--- src/rtl/led_pkg.sv ---
// Shared types and constants for the LED step controller: run state, default
// timing, and the speed-step encoding used when LED_STEP_SPEED_EN is defined.
package led_pkg;

    typedef enum logic {
        RUN   = 1'b0,
        PAUSE = 1'b1
    } run_state_t;

    // 20 ms debounce and ~148 ms step period at 27 MHz.
    localparam int DEBOUNCE_CYCLES_DEF = 540_000;
    localparam int STEP_CYCLES_DEF     = 4_000_000;

    // Speed value is the right-shift applied to the step interval.
    localparam logic [1:0] SPEED_X1 = 2'd0;
    localparam logic [1:0] SPEED_X2 = 2'd1;
    localparam logic [1:0] SPEED_X4 = 2'd2;

    function automatic logic [1:0] next_speed(input logic [1:0] speed);
        return (speed == SPEED_X4) ? SPEED_X1 : speed + 2'd1;
    endfunction

endpackage

--- src/rtl/key_debounce.sv ---
// One push-button conditioner: 2-FF synchroniser, counter-based debounce,
// and a one-cycle registered pulse on each debounced press (stable 1->0).
module key_debounce #(
    parameter int DEBOUNCE_CYCLES = 540_000
) (
    input  logic clk,
    input  logic rst_n,
    input  logic key_n,
    output logic press
);

    localparam int CW = (DEBOUNCE_CYCLES > 1) ? $clog2(DEBOUNCE_CYCLES) : 1;
    localparam logic [CW-1:0] LAST = CW'(DEBOUNCE_CYCLES - 1);

    logic [1:0]    sync;
    logic          stable;
    logic          stable_prev;
    logic [CW-1:0] cnt;

    // NOTE: sync flops reset to the idle (released) level so that leaving reset
    // never looks like a press; every state flop uses <= so all update together.
    always_ff @(posedge clk or negedge rst_n) begin
        if (!rst_n) begin
            sync        <= 2'b11;
            stable      <= 1'b1;
            stable_prev <= 1'b1;
            cnt         <= '0;
            press       <= 1'b0;
        end else begin
            sync        <= {sync[0], key_n};
            stable_prev <= stable;
            press       <= stable_prev & ~stable;
            if (sync[1] == stable) begin
                cnt <= '0;
            end else if (cnt == LAST) begin
                stable <= sync[1];
                cnt    <= '0;
            end else begin
                cnt <= cnt + CW'(1);
            end
        end
    end

endmodule

--- src/rtl/led_step_ctrl.sv ---
// LED rotator control: debounced run/pause and direction keys, RUN/PAUSE FSM,
// step strobe generator. Define LED_STEP_SPEED_EN to add the speed key.
module led_step_ctrl
    import led_pkg::*;
#(
    parameter int DEBOUNCE_CYCLES = DEBOUNCE_CYCLES_DEF,
    parameter int STEP_CYCLES     = STEP_CYCLES_DEF
) (
    input  logic sys_clk,
    input  logic sys_rst_n,
    input  logic key_run_n,
    input  logic key_dir_n,
`ifdef LED_STEP_SPEED_EN
    input  logic key_speed_n,
`endif
    output logic step,
    output logic dir,
    output logic running
);

    localparam int TW = $clog2(STEP_CYCLES);

    logic          run_press;
    logic          dir_press;
    run_state_t    state_q, state_d;
    logic [TW-1:0] tick_q, tick_d;
    logic [TW-1:0] term;
    logic          step_d;

    key_debounce #(.DEBOUNCE_CYCLES(DEBOUNCE_CYCLES)) u_run_key (
        .clk   (sys_clk),
        .rst_n (sys_rst_n),
        .key_n (key_run_n),
        .press (run_press)
    );

    key_debounce #(.DEBOUNCE_CYCLES(DEBOUNCE_CYCLES)) u_dir_key (
        .clk   (sys_clk),
        .rst_n (sys_rst_n),
        .key_n (key_dir_n),
        .press (dir_press)
    );

`ifdef LED_STEP_SPEED_EN
    logic       speed_press;
    logic [1:0] speed_q, speed_d;

    key_debounce #(.DEBOUNCE_CYCLES(DEBOUNCE_CYCLES)) u_speed_key (
        .clk   (sys_clk),
        .rst_n (sys_rst_n),
        .key_n (key_speed_n),
        .press (speed_press)
    );

    assign speed_d = speed_press ? next_speed(speed_q) : speed_q;
    // The new terminal applies on the press cycle itself, so a counter already
    // past it wraps immediately through the >= compare below.
    assign term    = TW'((STEP_CYCLES >> speed_d) - 1);

    always_ff @(posedge sys_clk or negedge sys_rst_n) begin
        if (!sys_rst_n) speed_q <= SPEED_X1;
        else            speed_q <= speed_d;
    end
`else
    assign term = TW'(STEP_CYCLES - 1);
`endif

    // NOTE: every always_comb output gets a default first so no path infers a latch.
    always_comb begin
        state_d = state_q;
        tick_d  = tick_q;
        step_d  = 1'b0;
        if (run_press) begin
            state_d = (state_q == RUN) ? PAUSE : RUN;
        end
        // A pause press on the terminal cycle wins: the counter holds and the
        // strobe is deferred to the first RUN cycle after resume.
        if (state_q == RUN && !run_press) begin
            if (tick_q >= term) begin
                tick_d = '0;
                step_d = 1'b1;
            end else begin
                tick_d = tick_q + TW'(1);
            end
        end
    end

    always_ff @(posedge sys_clk or negedge sys_rst_n) begin
        if (!sys_rst_n) begin
            state_q <= RUN;
            tick_q  <= '0;
            step    <= 1'b0;
            dir     <= 1'b0;
            running <= 1'b1;
        end else begin
            state_q <= state_d;
            tick_q  <= tick_d;
            step    <= step_d;
            dir     <= dir ^ dir_press;
            running <= (state_d == RUN);
        end
    end

endmodule

--- config.mk ---
export PLATFORM = sky130hd
export DESIGN_NAME = led_step_ctrl
export DESIGN_NICKNAME = d
export VERILOG_FILES = /design/src/rtl/led_pkg.sv /design/src/rtl/key_debounce.sv /design/src/rtl/led_step_ctrl.sv
export SDC_FILE = /design/constraint.sdc
export NUM_CORES = 1
export LEC_CHECK = 0
export ABC_AREA = 0
export CORE_UTILIZATION = 50
export DETAILED_ROUTE_END_ITERATION = 16
export PLACE_DENSITY_LB_ADDON = 0.1
export RECOVER_POWER = 25
export SLEW_MARGIN = 10
export SYNTH_ARGS = -nofsm -noshare
export SYNTH_HDL_FRONTEND = slang
export SYNTH_HIERARCHICAL = 1
export SYNTH_SLANG_ARGS = --single-unit
--- constraint.sdc ---
create_clock -name sys_clk -period 2.29 [get_ports sys_clk]
set_input_delay 0.229 -clock sys_clk [delete_from_list [all_inputs] [get_ports sys_clk]]
set_output_delay 0.229 -clock sys_clk [all_outputs]
set_load 0.01 [all_outputs]
# --- After elaboration in Yosys (flattened, before gate mapping) ---
# Cells that the tools add are included.
word_totals:
  register_bits: 76
  input_bits: 4
  out_inout_bits: 3
  wordCells: 45
op_classes:
  add_sub_neg: 3
  n_lt_le_gt_ge: 1
  n_eq_ne: 4
  mux: 9
  n_bitwise: 9
  n_reduce_logical: 4
op_table:
  columns: ["operator", "n"]
  rows:
  - ["$mux 20", 4]
  - ["$add 20x1->20 const B", 2]
  - ["$eq 20x20->1 const B", 2]
  - ["$add 22x1->22 const B", 1]
  - ["$ge 22x22->1 const B", 1]
  - ["$mux 22", 1]
  - ["$not 1->1", 6]
  - ["$mux 1", 4]
  - ["$reduce_and 2->1", 2]
  - ["$and 1x1->1", 2]
  - ["$eq 1x1->1", 2]
  - ["$logic_and 1x1->1", 1]
  - ["$logic_not 1->1", 1]
  - ["$xor 1x1->1", 1]

# --- Logic depth before layout (Yosys ltp) ---
depth:
  depth_word: 3
  depth_mapped: 8
  mapped_depth_nobuf: 7

# --- By module ---
# Netlist, hierarchy kept.
by_module_without_submodules:
  columns: ["module", "n_inst", "cells_each", "area_each_um2", "seq_area_each_um2"]
  rows:
  - ["led_step_ctrl", 1, 135, 1386.3, 651.9]
  - ["key_debounce (u_run_key)", 1, 117, 1222.4, 630.6]
  - ["key_debounce (u_dir_key)", 1, 115, 1173.6, 630.6]

# --- Worst setup path before layout ---
# No wires, ideal clock.
synth_timing:
  path_type: "reg2reg"
  from: "register u_run_key.cnt[9]"
  to: "register u_run_key.cnt[12]"
  setup_ps: 119
  t_arrival_ps: 1619
  t_required_ps: 2171
  slack_ps: 552
  stages_incl_launch_ff: 6
  path_buffers: 1
  synth_period_minus_slack_ps: 1738
  path_cell_list: "dfrtp_1 > nor4b_2 > nand4b_1 > o41ai_4 > buf_6 > nor2_1"
synth_via:
  elab_chain_cells: 3
  elab_cells_between_ends: 4
  classes_between: "add/sub (1); eq/ne (1); mux (2)"
synth_rtl:
  columns: ["element", "line_no", "source"]
  rows:
  - ["start: declaration", "key_debounce.sv:18", "logic [CW-1:0] cnt;"]
  - ["start signal: assignment", "key_debounce.sv:39", "cnt <= cnt + CW'(1);"]
  - ["$add 20x1->20 or $eq 20x20->1 (tied branches)", "key_debounce.sv:39, key_debounce.sv:35", null]
  - ["$mux 20 (*)", "key_debounce.sv:35", "end else if (cnt == LAST) begin"]
  - ["$mux 20 (*)", "key_debounce.sv:33", "if (sync[1] == stable) begin"]
# Every way passes the cells marked *; elsewhere a longest branch is shown, timed or not.
# A chain may end at the register's enable or synchronous reset.

# --- Final worst setup path ---
layout_timing:
  from: "register tick_q[0]"
  to: "register tick_q[18]"
layout_via:
  elab_chain_cells: 2
  elab_cells_between_ends: 3
  classes_between: "add/sub (1); order compare (1); mux (1)"
layout_rtl:
  columns: ["element", "line_no", "source"]
  rows:
  - ["start: declaration", "led_step_ctrl.sv:26", "logic [TW-1:0] tick_q, tick_d;"]
  - ["start signal: assignment", "led_step_ctrl.sv:97", "tick_q <= tick_d;"]
  - ["$add 22x1->22 or $ge 22x22->1 (tied branches)", "led_step_ctrl.sv:83, led_step_ctrl.sv:79", null]
  - ["$mux 22 (*)", "led_step_ctrl.sv:79", "if (tick_q >= term) begin"]
# Marks and branches as above.

==> flow_summary.json <==
{
  "outcome": "complete, but fails checks",
  "violations": "capacitance limit, slew limit",
  "finalWirelength_microns": 6830,
  "die_w_microns": 89.0,
  "grt_overflow": 0,
  "worstPathArrival_ns": 2.23,
  "die_y_microns": 89.0,
  "insertion_delay_ns": 0.35,
  "final_cell_mix": "dfrtp_1, nor2_1, nand3_1",
  "cts_hold_buf": 0,
  "ys_seq_area_frac": 0.506,
  "post-route-drc-count": 0,
  "dp_hpwl_microns": 4570,
  "layout-drive-gt1-share": 0.157,
  "synth_warnings": 6,
  "cts_setup_buffers": 0,
  "end_kind": "flop",
  "placed_area_sq_mm": 0.00396,
  "ir_drop_mv": 0.364,
  "fp-row-count": 31,
  "final.setup.tns_ns": 0,
  "power_mw": 2.55,
  "grt_usage": 0.199,
  "use_met3": 0.0572,
  "gp_congestion": 0.818,
  "syn2layout_area_growth_pct": 10.5,
  "dieArea_sq_mm": 0.00792,
  "criticalPathCategory": "flop to flop",
  "hp-class": "flop to flop",
  "wl_per_cell_microns": 14.0,
  "period_minus_slack_ns": 2.00,
  "ys.flop_type": "dfrtp_1",
  "synth-edff-count": 0,
  "ys_types": 56,
  "crit_fanout": 11,
  "cts.sinks": 76,
  "grt_pass1_vias": 2576,
  "cts-root-buf": "clkbuf_8",
  "cts_buffer_depth": 2,
  "io_buffers": 6,
  "grt_pass1_wl_microns": 12000,
  "h-tree-depth": 3,
  "ys_ff_latch": 76,
  "instances_no_fill": 488,
  "slew_headroom": -0.223,
  "gr-usage-met2": 0.299,
  "start_util": 0.519,
  "leakage_nw": 1.69,
  "cts-buffers-inserted": 9,
  "powerDensity_mw_per_mm2": 609,
  "final_common_cell": "dfrtp_1",
  "viasPerCell": 5.51,
  "post_cts_resize_count": 0,
  "dp_cells": 472,
  "fillers": 671,
  "fmax_ghz": 0.501,
  "drv_cap": 1,
  "grtUsageMet1": 0.279,
  "setup_violations": 0,
  "grt_antenna_before_repair": 0,
  "grt_max_degree": 77,
  "syn-cell-area_sq_mm": 0.00378,
  "rsz0062_at_grt": "no",
  "antenna_left": 0,
  "dr.pass1.iters": 5,
  "synth_area_per_cell_sq_um": 10.3,
  "post-route-cell-area_sq_mm": 0.00418,
  "synth_nets": 375,
  "final_nets": 392,
  "min_period_over_period": 0.872,
  "skew_ns": 0.0123,
  "worst_pin_slew_ns": 1.84,
  "finalHoldViolations": 0,
  "drv_slew": 77,
  "crit_required_ns": 2.53,
  "drt-initial-drc-count": 113,
  "clk_pin_slew_ns": 0.08,
  "n_antenna_cell": 0,
  "vias": 2687,
  "critPathLaunchType": "flop",
  "synth_cells": 367,
  "synthArstFlopShare": 1.00,
  "top_usage_layer": "met2",
  "io_pins": 7,
  "core_sq_mm": 0.00729,
  "cts_tree": "yes"
}
## sequential cells by signal, indices dropped and copies added, names as in the netlist, 2 cells and up
| signal | count |
|---|---|
| u_run_key/cnt | 20 |
| u_run_key/sync | 2 |
| u_dir_key/cnt | 20 |
| u_dir_key/sync | 2 |
| tick_q | 22 |
## metal layers
| layer | vias up | routed length [microns] |
|---|---|---|
| li1 | 1330 | - |
| met1 | 1320 | 3510 |
| met2 | 30 | 3040 |
| met3 | 7 | 196 |
| met4 | 0 | 82 |
| met5 | - | 0 |
## cell families (layout without fill, tap and decap cells)
family                   Yosys count  in the layout  synth area share
AND/OR/NAND/NOR                  176            176             0.262
flip-flops                        76             76             0.506
XOR/XNOR                          42             42            0.0973
AO/OA/AOI/OAI                     41             41            0.0804
buffers and inverters             25             47            0.0327
adder cells (fa/ha/maj)            4              4            0.0132
multiplexers                       3              3           0.00860
## stage by stage
step | util | hold slack, ns | worst slack, ns
after floorplan | - | -0.0666 | 0.552
after global placement | 0.543 | 0.346 | 0.361
after detailed placement | 0.543 | 0.348 | 0.306
after CTS | 0.573 | 0.0559 | 0.296
after global routing | 0.573 | 0.366 | 0.152
final | 0.573 | 0.361 | 0.293
## power by group
part	switching, mW	leakage (nW)	internal, mW
clock network	0.490	0.112	0.621
registers	0.0112	1.01	1.36
logic	0.0481	0.568	0.0189
total	0.549	1.69	2.00
## final timing paths
path                            slack (ns)                           to  cells past startpoint                   startpoint
worst max-delay path                  0.29       tick_q[18]$_DFFE_PN0P_                      7        tick_q[0]$_DFFE_PN0P_
worst min-delay path                  0.36  u_run_key/sync[1]$_DFF_PN1_                      0  u_run_key/sync[0]$_DFF_PN1_
worst max register to register        0.29       tick_q[18]$_DFFE_PN0P_                      7        tick_q[0]$_DFFE_PN0P_
worst min register to register        0.36  u_run_key/sync[1]$_DFF_PN1_                      0  u_run_key/sync[0]$_DFF_PN1_
max in group asynchronous             0.82        tick_q[7]$_DFFE_PN0P_                      1                    sys_rst_n
min in group asynchronous             0.38   u_dir_key/cnt[6]$_DFF_PN0_                      1                    sys_rst_n
## critical path: stages, from the launching register on
cell and delay [ns]:
dfrtp_1 0.40, ha_1 0.24, nand3_1 0.17, o211a_1 0.26
o21ai_2 0.23, and2_1 0.28, buf_4 0.24, nor2_1 0.07
## Yosys cell counts (all sizes together), types with 3 or more instances
master   n  area, sq um
xnor2   25          219
nand2b   5         31.3
and3     7         45.1
nand2   20         75.1
a21oi    9         45.0
o311ai   4         35.0
o31ai    4         30.0
inv     18         67.6
nand4   15          115
dfrtp   67         1680
dfstp    9          236
nand3   27          140
buf      5         48.8
nor2b    3         21.3
a31oi    3         18.8
nor2    55          234
xor2    17          149
nor4    10         83.8
nor3    11         55.1
or4      5         41.3
o21ai    9         48.8
or3      7         48.8
and4     4         36.3
ha       4         50.1
## cell type report
type                    count  area [sq um]  share of cell area
clock buffers              13           179              0.0428
repair buffers             13           108              0.0257
clock inverters             3          42.5              0.0102
flip-flops and latches     76          1910               0.458
multi-input cells         266          1750               0.418
inverters                  18          67.6              0.0162
well taps                  99           124              0.0296
No activity file was read; power rests on OpenSTA's default activity.
